===== config.mk =====
export PLATFORM = sky130hd
export DESIGN_NAME = gen_sync_multi
export DESIGN_NICKNAME = d
export VERILOG_FILES = /design/src/rtl/gen_sync_pkg.sv /design/src/rtl/gen_sync_filt.sv /design/src/rtl/gen_sync_multi.sv
export SDC_FILE = /design/constraint.sdc
export NUM_CORES = 1
export LEC_CHECK = 0
export BUFFER_PORTS_ARGS = -buffer_cell sky130_fd_sc_hd__buf_2
export CORE_ASPECT_RATIO = 2
export CORE_MARGIN = 5
export CORE_UTILIZATION = 30
export CTS_CLUSTER_SIZE = 30
export DETAILED_ROUTE_END_ITERATION = 8
export HOLD_SLACK_MARGIN = 0.03
export SETUP_SLACK_MARGIN = 0.02
export SLEW_MARGIN = 5
export SYNTH_ARGS = -nofsm -noshare
export SYNTH_HDL_FRONTEND = slang
export SYNTH_HIERARCHICAL = 1
export SYNTH_SLANG_ARGS = --single-unit

===== constraint.sdc =====
create_clock -name clk -period 1.7 [get_ports clk]
set_input_delay 0.17 -clock clk [delete_from_list [all_inputs] [get_ports clk]]
set_output_delay 0.17 -clock clk [all_outputs]
set_load 0.005 [all_outputs]

===== src/rtl/gen_sync_pkg.sv =====
// gen_sync_pkg: shared constants for the multi-channel synchroniser
package gen_sync_pkg;
  localparam int GEN_SYNC_CNT_W = 8;
  localparam int GEN_SYNC_STAGES_MIN = 2;
  localparam int GEN_SYNC_STAGES_MAX = 4;
endpackage


===== src/rtl/gen_sync_filt.sv =====
// gen_sync_filt: single-channel glitch filter and edge detector
// Ports: clk, rst (sync, active-high), s (synchronised level),
// level (filtered level), rise/fall (one-cycle pulses), upd (level accepts s this cycle).
// GEN_SYNC_FILTER_EN selects the FILT_CNT stability filter; otherwise level follows s.
module gen_sync_filt
  import gen_sync_pkg::*;
#(
  parameter int   FILT_CNT = 4,
  parameter logic RST_VAL  = 1'b0
) (
  input  logic clk,
  input  logic rst,
  input  logic s,
  output logic level,
  output logic rise,
  output logic fall,
  output logic upd
);
  if (FILT_CNT < 1 || FILT_CNT > (1 << GEN_SYNC_CNT_W) - 1) begin : g_bad_filt
    $error("gen_sync_filt: FILT_CNT out of range");
  end
`ifdef GEN_SYNC_FILTER_EN
  localparam logic [GEN_SYNC_CNT_W-1:0] LAST = GEN_SYNC_CNT_W'(FILT_CNT - 1);
  logic [GEN_SYNC_CNT_W-1:0] cnt;
  assign upd = (s != level) && (cnt == LAST);
  always_ff @(posedge clk) begin
    if (rst) begin
      level <= RST_VAL;
      cnt   <= '0;
      rise  <= 1'b0;
      fall  <= 1'b0;
    end else begin
      rise  <= upd & s;
      fall  <= upd & ~s;
      level <= upd ? s : level;
      cnt   <= (s == level || upd) ? '0 : cnt + 1'b1;
    end
  end
`else
  assign upd = s != level;
  always_ff @(posedge clk) begin
    if (rst) begin
      level <= RST_VAL;
      rise  <= 1'b0;
      fall  <= 1'b0;
    end else begin
      level <= s;
      rise  <= upd & s;
      fall  <= upd & ~s;
    end
  end
`endif
endmodule


===== src/rtl/gen_sync_multi.sv =====
// gen_sync_multi: parametrised multi-channel level synchroniser with optional glitch filter
// Ports: clk, rst (sync, active-high), async_in[WIDTH] asynchronous levels,
// sync_out[WIDTH] filtered levels, rise_pulse/fall_pulse[WIDTH] one-cycle edges,
// chg_any (any pulse this cycle). Filter is compiled in with GEN_SYNC_FILTER_EN.
module gen_sync_multi
  import gen_sync_pkg::*;
#(
  parameter int               WIDTH    = 8,
  parameter int               STAGES   = 3,
  parameter logic [WIDTH-1:0] RST_VAL  = {WIDTH{1'b0}},
  parameter int               FILT_CNT = 4
) (
  input  logic             clk,
  input  logic             rst,
  input  logic [WIDTH-1:0] async_in,
  output logic [WIDTH-1:0] sync_out,
  output logic [WIDTH-1:0] rise_pulse,
  output logic [WIDTH-1:0] fall_pulse,
  output logic             chg_any
);
  if (STAGES < GEN_SYNC_STAGES_MIN || STAGES > GEN_SYNC_STAGES_MAX) begin : g_bad_stages
    $error("gen_sync_multi: STAGES out of range");
  end
  logic [WIDTH-1:0] chain [STAGES];
  logic [WIDTH-1:0] upd;
  always_ff @(posedge clk) begin
    if (rst) begin
      for (int k = 0; k < STAGES; k++) chain[k] <= RST_VAL;
      chg_any <= 1'b0;
    end else begin
      chain[0] <= async_in;
      for (int k = 1; k < STAGES; k++) chain[k] <= chain[k-1];
      chg_any <= |upd;
    end
  end
  for (genvar i = 0; i < WIDTH; i++) begin : g_ch
    gen_sync_filt #(
      .FILT_CNT(FILT_CNT),
      .RST_VAL (RST_VAL[i])
    ) u_filt (
      .clk  (clk),
      .rst  (rst),
      .s    (chain[STAGES-1][i]),
      .level(sync_out[i]),
      .rise (rise_pulse[i]),
      .fall (fall_pulse[i]),
      .upd  (upd[i])
    );
  end
endmodule


==> results.py, run 1 <==
metrics = {
    "setup_path": {
        "worstSetupPathType": "flop to flop",
        "cpPeakStageDelay_ns": 0.37,
        "slowest_stage": "dfxtp_1",
        "path_buf_inv": 2,
        "cp_data_required_time_ns": 1.88,
        "path_cells": "inv_1 -> ha_1 -> inv_1 -> nor4_1 -> a21oi_1",
        "cpMostUsedCell": "inv_1",
        "reg2reg_from": "chain[0][23]",
        "arrival_ns": 1.47,
        "cp-end-kind": "flop",
        "start_kind": "flop",
        "critPathMaxFanout": 3,
        "crit_start": "chain[0][23]",
        "path_delay_family": "flip-flops",
    },
    "logic_synthesis": {
        "yosysTopAreaCellShare": 0.611,
        "avgSynthCellArea_sq_um": 11.3,
        "yosys_warnings": 6,
        "async_reset_ff_frac": 0,
        "yosysMostFrequentCell": "dfxtp_1",
        "syn_area_sq_mm": 0.00161,
        "ys.flop_type": "dfxtp_1",
        "synth.largest_area_cell": "dfxtp_1",
        "syn_nets": 168,
        "ys_seq_area_frac": 0.611,
        "synth_edf_count": 0,
        "syn-instance-count": 142,
        "synth.distinct_cells": 8,
        "synth.area.top_cells": "dfxtp_1 61%, nor2b_1 18%, ha_1 12%",
        "synth_commonest_cells": "49 x dfxtp_1, 47 x nor2b_1, 24 x inv_1",
        "synth_seq_cells": 49,
    },
    "die": {
        "coreArea_sq_mm": 0.00518,
        "dieWidth_microns": 61.7,
        "die_h_microns": 113,
        "start_util": 0.310,
        "fp-row-count": 37,
        "num_io_pins": 35,
        "dieArea_sq_mm": 0.00700,
    },
    "place": {
        "dp.final_hpwl_microns": 1530,
        "gp_congestion": 0.690,
        "port_buffers": 34,
    },
    "min_path": {
        "hold_start": "async_in[0]",
        "hold_path.class": "primary input to flop",
    },
    "routing": {
        "drtIter0Drc": 23,
        "wl_met2_microns": 1110,
        "vias": 933,
        "via_per_inst": 3.87,
        "drtAntennaViolNets": 0,
        "firstDrtPassIters": 2,
        "drc_errors": 0,
        "routed_wl_microns": 2240,
        "wl_met1_microns": 814,
        "wire_per_inst_microns": 9.28,
        "top_layer": "met4",
        "route.met3.wl_microns": 245,
    },
    "pwr": {
        "ir_drop_mv": 0.614,
        "powerDensity_mw_per_mm2": 997,
        "leakage_nw": 0.930,
    },
    "run": {
        "maxCapViolCount": 0,
    },
    "sta": {
        "tightest_slew_ns": 0.335,
        "slew_headroom": 0.774,
        "hold_ws_ns": 0.0768,
        "hold_violations": 0,
        "setup_violations": 0,
        "finalClockSkew_ns": 0.00704,
        "timing.fmax_mhz": 773,
        "rsz0062_at_grt": "no",
        "period_share": 0.761,
        "fin_setup_tns_ns": 0,
        "period_needed_ns": 1.29,
        "timing.final.max_slew_violations": 0,
    },
    "clocking": {
        "cts_tree": "built",
        "holdBufCountCts": 0,
        "clockRootBuffer": "clkbuf_8",
        "cts_resized": 0,
        "postCtsSetupBuffers": 0,
        "cts_buffers": 5,
        "cts_buffer_depth": 2,
        "htree_levels": 2,
        "clock_latency_ns": 0.30,
        "clk_pin_slew_worst_paths_ns": 0.09,
        "clock-sinks": 49,
    },
    "global_routing": {
        "grt_pass1_vias": 890,
        "track_usage": 0.0735,
        "grt_max_degree": 39,
        "antenna_found_initial": 0,
        "gr-total-overflow": 0,
        "grt_first_pass_wirelength_microns": 3750,
    },
    "final_layout": {
        "diodes": 0,
        "area_delta_synth_final_pct": 20.9,
        "drive_gt1_frac": 0.230,
        "num-fill-cells": 546,
        "nets": 208,
    },
    "outcome": {
        "status": "finished, final reports clean",
    },
}
## through the flow
stage | utilization | std cells | setup slack [ns] | instance area [sq um] | power, mW
2_1_floorplan | - | 142 | 0.597 | 1610 | 1.26
6_report | 0.374 | 241 | 0.407 | 1940 | 1.93
4_1_cts | 0.374 | 241 | 0.339 | 1940 | 1.98
3_5_place_dp | 0.357 | 233 | 0.377 | 1850 | 1.31
5_1_grt | 0.374 | 241 | 0.215 | 1940 | 2.04
3_3_place_gp | 0.357 | 233 | 0.377 | 1850 | 1.30
## cell type report
type / instances / area [sq um] / share of cell area
tap: 58 / 72.6 / 0.0374
clock inverter: 2 / 15.0 / 0.00774
timing repair buffer: 35 / 190 / 0.0980
multi-input combinational: 67 / 519 / 0.268
clock buffer: 6 / 72.6 / 0.0374
inverter: 24 / 90.1 / 0.0464
sequential: 49 / 981 / 0.505
## registers in the layout, summed over array words and instances, names as in the netlist
register and count:
chain 24, g_ch.u_filt/fall 8, g_ch.u_filt/level 8, g_ch.u_filt/rise 8, chg_any 1
## per-layer routing
metal,vias up,GRT usage
met5,-,0
met4,0,0.0510
met3,6,0.0306
met2,31,0.127
met1,403,0.0631
li1,493,-
## cell usage in the layout (no fill, tap or decap)
cell type   synthesis  layout
a21oi_1             1       1
and2b_1             1       1
nor2b_1            47      47
dfxtp_1            49      49
nor4_1              2       2
inv_1              24      24
buf_2               0      34
clkbuf_1            0       1
buf_12              0       1
clkinvlp_4          0       2
clkbuf_8            0       5
ha_1               16      16
## cells by family (layout without fill, tap and decap cells)
logic type,Yosys count,after routing,synth area share
buf+inv,26,67,0.0655
simple gates,50,50,0.196
fa+ha+maj,16,16,0.125
compound gates,1,1,0.00311
flops,49,49,0.611
## final timing paths
path	depth (start not counted)	slack, ns	end
setup / recovery	5	0.41	chg_any
hold / removal	2	0.08	chain[0][0]
setup reg to reg	5	0.41	chg_any
hold reg to reg	1	0.43	chain[0][17]
## power by group
group          switching, mW  total [mW]  internal [mW]
clock network          0.370       0.660          0.290
registers             0.0102        1.19           1.18
logic                 0.0401      0.0843         0.0442
Note: power is estimated with default switching activity, not from simulation.
==> run 2: changes to the inputs <==
==> constraint.sdc (replaced) <==
create_clock -name clk -period 1.3 [get_ports clk]
set_input_delay 0.13 -clock clk [delete_from_list [all_inputs] [get_ports clk]]
set_output_delay 0.13 -clock clk [all_outputs]
set_load 0.005 [all_outputs]
==> results.py, run 2 (synthesis gave the netlist of run 1 again) <==
metrics = {
    "place": {
        "pre_cts_ws_ns": -0.0370,
        "dp.cells": 236,
        "place_area_sq_mm": 0.00188,
        "dp.final_hpwl_microns": 1520,
        "gp_congestion": 0.689,
        "port_buffers": 34,
    },
    "global_routing": {
        "gr-total-overflow": 0,
        "grt_pass1_vias": 894,
        "antenna_found_initial": 0,
        "grt_max_degree": 39,
        "grt_first_pass_wirelength_microns": 3780,
        "track_usage": 0.0737,
    },
    "die": {
        "fp-row-count": 37,
        "coreArea_sq_mm": 0.00518,
        "dieArea_sq_mm": 0.00700,
        "die_h_microns": 113,
        "num_io_pins": 35,
        "dieWidth_microns": 61.7,
        "start_util": 0.310,
    },
    "setup_path": {
        "worstSetupPathType": "flop to flop",
        "r2r_cells": 5,
        "arrival_ns": 1.37,
        "r2r_end": "chg_any",
        "critPathMaxFanout": 2,
        "cp-end-kind": "flop",
        "reg2reg_from": "chain[0][18]",
        "cp_data_required_time_ns": 1.49,
        "start_kind": "flop",
        "rrSetupSlack_ns": 0.12,
    },
    "outcome": {
        "status": "finished, final reports clean",
    },
    "clocking": {
        "cts_buffer_depth": 2,
        "clk_pin_slew_worst_paths_ns": 0.09,
        "cts_buffers": 5,
        "clock_latency_ns": 0.30,
        "htree_levels": 2,
        "clock-sinks": 49,
        "cts_tree": "built",
        "clockRootBuffer": "clkbuf_8",
    },
    "pwr": {
        "sw_frac_of_total": 0.187,
        "internal_power_mw": 2.38,
        "comb_power_share": 0.044,
        "p_sw_mw": 0.548,
        "leakage_nw": 0.999,
        "seqPwrFrac": 0.532,
        "powerDensity_mw_per_mm2": 1420,
        "p_clk_frac": 0.424,
        "ir_drop_mv": 0.842,
    },
    "sta": {
        "hold_violations": 0,
        "period_needed_ns": 1.18,
        "timing.final.max_slew_violations": 0,
        "hold_ws_ns": 0.0414,
        "setup_violations": 0,
        "period_share": 0.907,
        "finalClockSkew_ns": 0.00861,
        "slew_headroom": 0.851,
        "rsz0062_at_grt": "no",
        "tightest_slew_ns": 0.222,
        "setup_ws_ns": 0.121,
        "timing.fmax_mhz": 848,
    },
    "final_layout": {
        "diodes": 0,
        "instances_no_fill": 248,
        "nets": 215,
        "largest-register": "chain",
        "design_area_sq_mm": 0.00206,
        "largest_reg_flops": 24,
        "area_delta_synth_final_pct": 28.6,
        "final_cell_mix": "47 x nor2b_1, 47 x dfxtp_1, 34 x buf_2",
        "num-fill-cells": 525,
        "fin_util": 0.398,
        "drive_gt1_frac": 0.268,
    },
    "routing": {
        "drtIter0Drc": 28,
        "via_per_inst": 3.81,
        "firstDrtPassIters": 3,
        "vias": 944,
        "drc_errors": 0,
        "wire_per_inst_microns": 8.86,
        "routed_wl_microns": 2200,
        "drtAntennaViolNets": 0,
    },
    "min_path": {
        "hold_path.class": "primary input to flop",
        "worstHoldEndpoint": "chain[0][7]",
        "hold_start": "async_in[7]",
        "whs_path_depth": 2,
    },
    "run": {
        "maxCapViolCount": 0,
    },
}
-- run 2: power groups by stage --
stage                     Combinational (mW)  Sequential (mW)  Clock (mW)
after floorplan                       0.0578             1.59           0
after CTS                              0.128             1.56        1.30
final                                  0.129             1.56        1.24
after global routing                   0.151             1.56        1.35
after global placement                 0.116             1.59           0
after detailed placement               0.118             1.59           0
-- run 2: final cells by class --
class                           count  area, sq um  area share
Clock inverter                      3         65.1      0.0315
Inverter                           24         90.1      0.0436
Sequential cell                    49          983       0.476
Timing Repair Buffer               42          250       0.121
Multi-Input combinational cell     67          534       0.259
Clock buffer                        5         68.8      0.0333
Tap cell                           58         72.6      0.0352
-- run 2: critical path: stages, from the launching register on --
cell and delay [ns]:
dfxtp_2 0.33, inv_1 0.04, ha_1 0.29, inv_2 0.05
nor4_4 0.28, a21oi_1 0.09
-- run 2: worst max-delay path by stage --
stage               depth (start not counted)         start      end  slack, ns
floorplan                                   5  chain[0][17]  chg_any       0.20
global placement                            5  chain[0][23]  chg_any      -0.03
detailed placement                          5  chain[0][23]  chg_any      -0.04
CTS                                         5  chain[0][23]  chg_any       0.03
global route                                5  chain[0][22]  chg_any       0.04
finish                                      5  chain[0][18]  chg_any       0.12
-- run 2: through the flow --
stage / TNS (ns) / power, mW
after floorplan: 0 / 1.65
after global placement: -0.0284 / 1.71
after detailed placement: -0.0370 / 1.71
after CTS: 0 / 2.98
after global routing: 0 / 3.07
final: 0 / 2.93
-- run 2: timing repair --
action / CTS / global route
setup endpoints to repair: 1 / 1
hold buffers: 3 / 0
hold endpoints to repair: 3 / 0
gates cloned: 0 / 0
resized for setup: 1 / 4
pin swaps: 0 / 3
buffers inserted: 0 / 1
-- run 2: routing by layer --
metal  wire length [microns]  part of all wire  vias up  track usage
met3                     226              0.10        5       0.0306
met2                    1080              0.49       31        0.122
li1                        -                 -      508            -
met5                       0                 0        -            0
met4                      76             0.035        0       0.0467
met1                     820              0.37      400       0.0709
==> run 3: changes to the inputs <==
--- a/config.mk
+++ b/config.mk
@@ -5,12 +5,12 @@
 export SDC_FILE = /design/constraint.sdc
 export NUM_CORES = 1
 export LEC_CHECK = 0
-export BUFFER_PORTS_ARGS = -buffer_cell sky130_fd_sc_hd__buf_2
 export CORE_ASPECT_RATIO = 2
 export CORE_MARGIN = 5
 export CORE_UTILIZATION = 30
 export CTS_CLUSTER_SIZE = 30
 export DETAILED_ROUTE_END_ITERATION = 8
+export DONT_BUFFER_PORTS = 1
 export HOLD_SLACK_MARGIN = 0.03
 export SETUP_SLACK_MARGIN = 0.02
 export SLEW_MARGIN = 5
==> results.py, run 3 (synthesis gave the netlist of run 1 again) <==
metrics = {
    "pwr": {
        "leakage_nw": 0.855,
        "powerDensity_mw_per_mm2": 1380,
        "ir_drop_mv": 0.898,
        "power_mw": 2.69,
    },
    "final_layout": {
        "largest_reg_flops": 24,
        "largest-register": "chain",
        "num-fill-cells": 522,
        "design_area_sq_mm": 0.00195,
        "area_delta_synth_final_pct": 21.3,
        "drive_gt1_frac": 0.117,
        "final_cell_mix": "47 x nor2b_1, 46 x dfxtp_1, 24 x inv_1",
        "fin_util": 0.375,
        "layout_commonest_cell": "nor2b_1",
        "nets": 189,
        "diodes": 0,
    },
    "die": {
        "start_util": 0.310,
        "dieWidth_microns": 61.7,
        "fp-row-count": 37,
        "num_io_pins": 35,
        "coreArea_sq_mm": 0.00518,
        "dieArea_sq_mm": 0.00700,
        "die_h_microns": 113,
    },
    "sta": {
        "timing.fmax_mhz": 832,
        "timing.final.max_slew_violations": 0,
        "hold_violations": 0,
        "period_share": 0.924,
        "hold_ws_ns": 0.127,
        "tightest_slew_ns": 0.216,
        "setup_violations": 0,
        "finalClockSkew_ns": 0.00651,
        "slew_headroom": 0.855,
        "period_needed_ns": 1.20,
        "rsz0062_at_grt": "no",
    },
    "global_routing": {
        "grt_first_pass_wirelength_microns": 3460,
        "gr-total-overflow": 0,
        "track_usage": 0.0715,
        "antenna_found_initial": 0,
        "grt_pass1_vias": 744,
        "grt_max_degree": 49,
    },
    "clocking": {
        "cts_tree": "built",
        "cts_buffers": 5,
        "htree_levels": 2,
        "clock_latency_ns": 0.29,
        "postCtsSetupBuffers": 0,
        "clock-sinks": 49,
        "cts_buffer_depth": 2,
        "clockRootBuffer": "clkbuf_8",
        "clk_pin_slew_worst_paths_ns": 0.08,
    },
    "place": {
        "gp_congestion": 0.692,
        "port_buffers": 0,
        "dp.final_hpwl_microns": 1390,
        "place_area_sq_mm": 0.00171,
    },
    "routing": {
        "drtIter0Drc": 28,
        "drc_errors": 0,
        "firstDrtPassIters": 2,
        "via_per_inst": 3.86,
        "vias": 854,
        "routed_wl_microns": 2220,
        "drtAntennaViolNets": 0,
        "wire_per_inst_microns": 10.1,
    },
    "setup_path": {
        "path_buf_inv": 2,
        "start_kind": "flop",
        "arrival_ns": 1.38,
        "worstSetupPathType": "flop to flop",
        "cpPeakStageDelay_ns": 0.34,
        "cp-end-kind": "flop",
        "cp_data_required_time_ns": 1.48,
        "path_cells": "inv_1 -> ha_1 -> inv_1 -> nor4_4 -> a21oi_1",
        "slowest_stage": "dfxtp_2",
        "critPathMaxFanout": 3,
        "cpMostUsedCell": "inv_1",
        "path_delay_family": "flip-flops",
    },
    "run": {
        "maxCapViolCount": 0,
    },
    "min_path": {
        "hold_path.class": "primary input to flop",
    },
    "outcome": {
        "status": "finished, final reports clean",
    },
}
==> run 3: repair_timing <==
action,in CTS,in global routing
pin swaps,0,1
gates resized for setup,2,4
hold buffers,10,0
hold endpoints to repair,49,0
endpoints found under the setup margin,1,1
==> run 3: cell type report <==
| type | instances | area (sq um) | share of cell area |
|---|---|---|---|
| clock inverters | 2 | 35.0 | 0.0180 |
| flip-flops and latches | 49 | 985 | 0.506 |
| inverters | 24 | 90.1 | 0.0463 |
| repair buffers | 16 | 155 | 0.0797 |
| well taps | 58 | 72.6 | 0.0373 |
| multi-input cells | 67 | 541 | 0.278 |
| clock buffers | 5 | 68.8 | 0.0353 |
==> run 3: per-stage QoR <==
step	setup TNS (ns)	setup slack [ns]	cells
3_5_place_dp	-0.0659	-0.0659	204
3_3_place_gp	-0.0119	-0.0119	204
2_1_floorplan	0	0.197	142
4_1_cts	0	0.0319	221
6_report	0	0.0982	221
5_1_grt	0	0.0200	221
==> run 3: layer usage <==
| layer | share of wire | GRT usage | up-vias |
|---|---|---|---|
| li1 | - | - | 454 |
| met1 | 0.35 | 0.0647 | 362 |
| met2 | 0.50 | 0.113 | 33 |
| met3 | 0.11 | 0.0442 | 5 |
| met4 | 0.033 | 0.0467 | 0 |
| met5 | 0 | 0 | - |
==> run 3: final timing paths <==
kind                 from             endpoint  slack [ns]  cells after the start
max          chain[0][18]              chg_any         0.1                      5
min                   rst  g_ch[0].u_filt/rise        0.13                      2
max reg2reg  chain[0][18]              chg_any         0.1                      5
min reg2reg  chain[0][14]         chain[0][22]        0.43                      1
==> run 3: report_power, final <==
group          switching [mW]  total [mW]  internal, mW
sequential             0.0167        1.56          1.54
clock                   0.457        1.02         0.559
combinational          0.0501       0.117        0.0666
total                   0.523        2.69          2.17
